==> src/rtl/branch_sequencer.sv <==
// Multi-cycle fetch/decode/execute/update sequencer for the RISC core.
// Owns the architectural PC and the instruction register and drives the branch unit controls.
//
// state    | meaning
// ---------+-------------------------------------------------------------
// S_FETCH  | request imem at pc, wait for ack or fetch timeout
// S_DECODE | register brtype / counter_selector from the opcode
// S_EXEC   | pulse alu_start, wait for alu_done, latch flags
// S_UPDATE | load next_pc from the branch unit, link write for JAL
// S_HALT   | HALT opcode or bus error; frozen until reset
module branch_sequencer #(
    parameter logic [31:0] RESET_PC      = 32'h0000_0000,
    parameter int unsigned FETCH_TIMEOUT = 15
) (
    input  logic        clk,
    input  logic        reset,
    output logic        imem_req,
    output logic [31:0] imem_addr,
    input  logic        imem_ack,
    input  logic [31:0] imem_rdata,
    output logic        alu_start,
    input  logic        alu_done,
    input  logic        zero_in,
    input  logic        carry_in,
    input  logic        msb_in,
    input  logic        ovf_in,
    output logic [3:0]  flags,
    output logic [3:0]  brtype,
    output logic [1:0]  counter_selector,
    input  logic [31:0] next_pc,
    output logic [31:0] pc,
    output logic [31:0] instr,
    output logic        link_we,
    output logic [31:0] link_data,
    output logic        halted,
    output logic        bus_err
);

    typedef enum logic [2:0] {
        S_FETCH,
        S_DECODE,
        S_EXEC,
        S_UPDATE,
        S_HALT
    } state_t;

    localparam logic [7:0] WAIT_LOAD   = 8'(FETCH_TIMEOUT - 1);
    localparam logic [3:0] BR_NEVER    = 4'd9;
    localparam logic [1:0] SEL_REL     = 2'd0;
    localparam logic [1:0] SEL_LABEL   = 2'd1;
    localparam logic [1:0] SEL_REG     = 2'd2;

    state_t      state_q, state_d;
    logic [31:0] pc_q, pc_d;
    logic [31:0] instr_q, instr_d;
    logic [3:0]  flags_q, flags_d;
    logic [3:0]  brtype_q, brtype_d;
    logic [1:0]  sel_q, sel_d;
    logic [7:0]  wait_q, wait_d;
    logic        alu_start_q, alu_start_d;
    logic        bus_err_q, bus_err_d;
    logic        run_q;

    logic [5:0]  op;
    logic        is_alu, is_br, is_j, is_jr, is_jal, is_halt;

    assign op      = instr_q[31:26];
    assign is_alu  = (op[5:4] == 2'b00);
    assign is_br   = (op >= 6'h10) && (op <= 6'h18);
    assign is_j    = (op == 6'h20);
    assign is_jr   = (op == 6'h21);
    assign is_jal  = (op == 6'h22);
    assign is_halt = (op == 6'h3F);

    // run_q holds off imem_req for the first cycle after reset release.
    always_ff @(posedge clk or posedge reset) begin
        if (reset) begin
            state_q     <= S_FETCH;
            pc_q        <= RESET_PC;
            instr_q     <= 32'h0;
            flags_q     <= 4'h0;
            brtype_q    <= 4'h0;
            sel_q       <= 2'd0;
            wait_q      <= WAIT_LOAD;
            alu_start_q <= 1'b0;
            bus_err_q   <= 1'b0;
            run_q       <= 1'b0;
        end else begin
            state_q     <= state_d;
            pc_q        <= pc_d;
            instr_q     <= instr_d;
            flags_q     <= flags_d;
            brtype_q    <= brtype_d;
            sel_q       <= sel_d;
            wait_q      <= wait_d;
            alu_start_q <= alu_start_d;
            bus_err_q   <= bus_err_d;
            run_q       <= 1'b1;
        end
    end

    always_comb begin
        state_d     = state_q;
        pc_d        = pc_q;
        instr_d     = instr_q;
        flags_d     = flags_q;
        brtype_d    = brtype_q;
        sel_d       = sel_q;
        wait_d      = wait_q;
        alu_start_d = 1'b0;
        bus_err_d   = bus_err_q;
        imem_req    = 1'b0;
        link_we     = 1'b0;

        case (state_q)
            S_FETCH: begin
                if (run_q) begin
                    imem_req = 1'b1;
                    // An ack on the terminal-count cycle still completes the fetch.
                    if (imem_ack) begin
                        instr_d = imem_rdata;
                        wait_d  = WAIT_LOAD;
                        state_d = S_DECODE;
                    end else if (wait_q == 8'd0) begin
                        bus_err_d = 1'b1;
                        state_d   = S_HALT;
                    end else begin
                        wait_d = wait_q - 8'd1;
                    end
                end
            end
            S_DECODE: begin
                brtype_d = BR_NEVER;
                sel_d    = SEL_REL;
                if (is_br) begin
                    brtype_d = op[3:0];
                end else if (is_j || is_jal) begin
                    sel_d = SEL_LABEL;
                end else if (is_jr) begin
                    sel_d = SEL_REG;
                end
                if (is_alu) begin
                    state_d     = S_EXEC;
                    alu_start_d = 1'b1;
                end else if (is_halt) begin
                    state_d = S_HALT;
                end else begin
                    state_d = S_UPDATE;
                end
            end
            S_EXEC: begin
                if (alu_done) begin
                    flags_d = {ovf_in, msb_in, carry_in, zero_in};
                    state_d = S_UPDATE;
                end
            end
            S_UPDATE: begin
                pc_d    = next_pc;
                link_we = is_jal;
                wait_d  = WAIT_LOAD;
                state_d = S_FETCH;
            end
            S_HALT: begin
                state_d = S_HALT;
            end
            default: begin
                state_d = S_FETCH;
            end
        endcase
    end

    assign imem_addr        = pc_q;
    assign alu_start        = alu_start_q;
    assign flags            = flags_q;
    assign brtype           = brtype_q;
    assign counter_selector = sel_q;
    assign pc               = pc_q;
    assign instr            = instr_q;
    assign link_data        = pc_q + 32'd1;
    assign halted           = (state_q == S_HALT);
    assign bus_err          = bus_err_q;

endmodule

==> config.mk <==
export PLATFORM = sky130hd
export DESIGN_NAME = branch_sequencer
export DESIGN_NICKNAME = d
export VERILOG_FILES = /design/src/rtl/branch_sequencer.sv
export SDC_FILE = /design/constraint.sdc
export NUM_CORES = 1
export LEC_CHECK = 0
export BUFFER_PORTS_ARGS = -buffer_cell sky130_fd_sc_hd__clkbuf_2
export CAP_MARGIN = 20
export CORE_MARGIN = 2
export CORE_UTILIZATION = 40
export CTS_CLUSTER_SIZE = 14
export DETAILED_ROUTE_END_ITERATION = 8
export GPL_ROUTABILITY_DRIVEN = 0
export PLACE_DENSITY = 0.68
export SLEW_MARGIN = 20
export SYNTH_ARGS = -nofsm -noshare
export SYNTH_HDL_FRONTEND = slang
export SYNTH_SLANG_ARGS = --single-unit
==> constraint.sdc <==
create_clock -name clk -period 3.7 [get_ports clk]
set_clock_uncertainty 0.2 [all_clocks]
set_input_delay 0.74 -clock clk [delete_from_list [all_inputs] [get_ports clk]]
set_output_delay 0.74 -clock clk [all_outputs]
set_load 0.01 [all_outputs]
Yosys cells after proc, flatten, opt, wreduce, memory -nomap -nowiden
Cells that the tools add are included.

storage, ports and cells
  word-level logic and storage cells = 58
  register bits after elaboration = 88
  input port bits = 72
  output and inout bits = 143

operators by class
  add/subtract/negate cells = 2
  equal/unequal tests = 12
  reduce and logical (&&, ||, !) cells = 11
  muxes and demuxes = 20
  $lt $le $gt $ge = 2
  bitwise gates (word level) = 1

operators with widths
  kind                                                                                 count
  32-bit by 1-bit adder with 32-bit output, second input constant                      1
  6-bit equality test, second input constant                                           4
  8-bit two-way mux                                                                    3
  3-bit two-way mux                                                                    6
  8-bit case mux with 2 select lines                                                   1
  3-bit case mux with 4 select lines                                                   1
  3-bit AND reduction                                                                  3
  8-bit zero test                                                                      1
  8-bit by 1-bit subtractor with 8-bit output, second input constant                   1
  3-bit by 2-bit equality test with 1-bit output, second input constant                2
  6-bit by 5-bit greater-or-equal comparator with 1-bit output, second input constant  1
  6-bit by 5-bit less-or-equal comparator with 1-bit output, second input constant     1
  2-bit two-way mux                                                                    3
  3-bit inequality test, second input constant                                         2
  1-bit two-way mux                                                                    5
  4-bit two-way mux                                                                    1
  2-bit inequality test, second input constant                                         2
  4-bit AND reduction                                                                  1
  3-bit by 1-bit equality test with 1-bit output, second input constant                1
  3-bit equality test, second input constant                                           1
  3-bit zero test                                                                      1
  2-bit zero test                                                                      1
  2-bit AND reduction                                                                  1
  2-bit nonzero test                                                                   1
  3 further kinds                                                                      3

Longest topological paths before layout
  depth in word-level cells = 5
  gate-level depth with buffers = 7
  mapped depth without buffers = 6

Worst setup path after synthesis
OpenSTA, ideal clock, no wires.

  path kind = register to output
  from = register pc_q[5], in the netlist imem_addr[5]
  to = output port link_data[21]
  slack = 0.942 ns
  cell stages (with the launch flop) = 6
  data required time = 2.760 ns
  data arrival time = 1.818 ns
  buffers on the path = 1
  cell sequence = dfrtp_1 -> nand4_1 -> or4b_1 -> clkbuf_1 -> nor4_1 -> xor2_1

between the ends
  cells in the longest elaborated chain, start to end = 1

ends and longest elaborated chain
  element                                   RTL line  source
  start, declared                           54        logic [31:0] pc_q, pc_d;
  start signal, assigned                    90        pc_q <= pc_d;
  32-bit by 1-bit adder with 32-bit output  179       assign link_data = pc_q + 32'd1;
  end, declared                             34        output logic [31:0] link_data,

Every way passes these cells.

Worst setup path after layout
  from = register pc_q[9], in the netlist imem_addr[9]
  to = output port link_data[21]

The elaborated chain is that of the path after synthesis.

==> flow_summary_export.csv <==
group,metric,value,unit
outcome,outcome,"complete, no violations",
logic_synthesis,synth_top_area_share,47.7,%
grt,grt_pass1_wl,16200,um
routing,vias_per_cell,5.02,
sta,finalMaxSlewViolations,0,
logic_synthesis,async_flop_share,100,%
sta,worst_hold_slack,262,ps
place,io_buffers,214,
hold_path,hold_path.class,"in -> async",
clock_tree,cts_resized,0,
clock_tree,clk_pin_slew,100,ps
clock_tree,cts_root_buf,"clkbuf_8",
sta,relSlewSlack,52.5,%
place,hpwl,7960,um
finish,nets,641,
setup_path,r2r_end,"wait_q[2]",
power,p_int,2.93,mW
sta,period_minus_slack,3360,ps
logic_synthesis,synth_fp_nets,458,
power,seqPwrFrac,39.6,%
setup_path,crit_path_end_kind,"output port",
setup_path,rrSetupSlack,1190,ps
grt,grt_pass1_vias,3371,
logic_synthesis,synth_edf_count,0,
clock_tree,cts_tree,"yes",
floorplan,pin_count,215,
finish,diodes,0,
logic_synthesis,ys.flop_type,"dfrtp_1",
flow_run,maxCapViolations,0,
setup_path,crit_end,"link_data[21]",
clock_tree,cts_buffers,9,
setup_path,crit_type,"reg -> out",
logic_synthesis,postSynthAreaPerCell,11.6,um2
power,pwr-share-clk,14.9,%
floorplan,start_util,41.1,%
floorplan,fp.dieW,110,um
logic_synthesis,yosysTopAreaCell,"dfrtp_1",
grt,grtUsageTotal,17.3,%
clock_tree,ctsHoldBuffers,0,
floorplan,core.rowCount,38,
power,switching_share,41.2,%
logic_synthesis,ys_seq_area_share,49.5,%
sta,setup_viol,0,
clock_tree,clkLatencyLatePin,350,ps
routing,routedWlPerCell,14.7,um
sta,fmax,298,MHz
power,p_leak,2.81,nW
setup_path,worstPathRequired,2760,ps
sta,setup_tns,0,ps
logic_synthesis,synth.area.top_cells,"dfrtp_1, mux2_2, buf_4",
power,powerDensity,880,nW/um2
floorplan,die-height,110,um
grt,grt_start_max_net_pins,56,
clock_tree,post-cts-setup-buffers,0,
routing,drt_pass1_iterations,4,
routing,drt-initial-drc-count,199,
logic_synthesis,yosysMostFrequentCell,"dfrtp_1",
logic_synthesis,yosys_warnings,0,
grt,overflow,0,
routing,vias,3566,
routing,drc,0,
logic_synthesis,ys_types,48,
finish,area_delta_synth_final,27.1,%
routing,totalWireLength,10500,um
logic_synthesis,synth_cells,383,
setup_path,reg2reg_depth,4,
logic_synthesis,netlist_area,4460,um2
setup_path,startpoint,"imem_addr[9]",
sta,worstMarginPinSlew,713,ps
power,power,4.99,mW
sta,rsz0062_at_grt,"no",
power,pwr-share-comb,45.5,%
clock_tree,h-tree-depth,3,
clock_tree,cts_buffer_depth,2,
finish,drive_gt1_share,54.5,%
setup_path,cp-start-kind,"flip-flop",
clock_tree,clkSinkCount,88,
power,ir_worst_vdd,0.430,mV
logic_synthesis,yosys-top-cells-count,"dfrtp_1, mux2_2, buf_4, xor2_1, nand2_1",
grt,antenna_found_initial,0,
sta,period_share,90.8,%
setup_path,timing.rr.start,"state_q[2]",
setup_path,arrival,2420,ps
sta,hold_viol,0,
logic_synthesis,ys_ff_latch,88,
power,p_sw,2.05,mW
setup_path,crit_fanout,10,
routing,ant_nets,0,
floorplan,die_area,12000,um2
floorplan,core_area,10800,um2
## registers in the layout, indices dropped and copies added (netlist names)
| name | count |
|---|---|
| brtype | 4 |
| counter_selector | 2 |
| imem_addr | 32 |
| wait_q | 8 |
| flags | 4 |
| bus_err | 1 |
| state_q | 3 |
| alu_start | 1 |
| run_q | 1 |
| instr | 32 |
## cell usage in the layout (no fill, tap or decap), drive strengths merged, types with 3 or more instances in the layout
cell type / synthesis / layout
nor2: 14 / 14
or3: 5 / 5
nor4: 7 / 7
xnor2: 10 / 10
a21oi: 8 / 8
nand2b: 3 / 3
mux2: 69 / 69
buf: 40 / 3
and4: 5 / 5
nand3b: 3 / 3
clkbuf: 5 / 223
ha: 3 / 3
nand3: 10 / 10
dfstp: 3 / 3
dfrtp: 85 / 85
inv: 9 / 11
xor2: 20 / 20
nand2: 18 / 18
o21ai: 6 / 6
or3b: 3 / 3
or4: 5 / 5
nand4: 5 / 5
nor3: 14 / 14
and3: 6 / 6
o31ai: 4 / 4
## cell type report
| class | instances | area (um2) |
|---|---|---|
| fillers | 959 | 5170 |
| flip-flops and latches | 88 | 2210 |
| multi-input cells | 241 | 1920 |
| repair buffers | 217 | 1110 |
| well taps | 140 | 175 |
| clock buffers | 9 | 124 |
| clock inverters | 7 | 101 |
| inverters | 9 | 36.3 |
## routing by layer
layer	GRT usage (%)	wire length (um)
met1	20.9	4300
met2	29.5	5040
met3	6.28	1040
met4	4.34	83
met5	0	0
## cells by family (layout without fill, tap and decap cells)
family	Yosys count	after routing	synth area share (%)
multiplexers	71	71	17.9
buffers and inverters	54	242	7.52
other	1	1	0.0841
AND/OR/NAND/NOR	111	111	14.8
XOR/XNOR	30	30	5.89
flip-flops	88	88	49.5
AO/OA/AOI/OAI	25	25	3.51
adder cells (fa/ha/maj)	3	3	0.842
## worst min path at each step
stage | cells after the start | endpoint | slack [ps]
final | 2 | imem_addr[7] | 260
after global routing | 2 | imem_addr[4] | 310
after CTS | 1 | bus_err | 290
after detailed placement | 1 | bus_err | 270
after global placement | 1 | bus_err | 260
after floorplan | 2 | wait_q[1] | 290
## critical path, cell delays in order (launching register included)
cell	delay, ps
dfrtp_1	460
and3_1	230
or4b_1	660
nor4_1	390
xor2_1	170
clkbuf_2	140
## through the flow
stage	utilization, %	std cells	instance area [um2]	worst slack (ps)
CTS	52.3	711	5670	286
finish	52.3	711	5670	340
global route	52.3	711	5670	88.5
detailed placement	50.2	695	5440	702
floorplan	-	383	4460	486
global placement	50.2	695	5440	809
## power groups by stage
stage	clock (mW)	combinational (mW)	sequential, mW
after floorplan	0	1.40	2.04
after CTS	0.779	2.30	1.97
after global placement	0	2.28	1.95
after detailed placement	0	2.30	1.99
after global routing	0.824	2.50	2.06
final	0.741	2.27	1.98
Note: power is estimated with default switching activity, not from simulation.
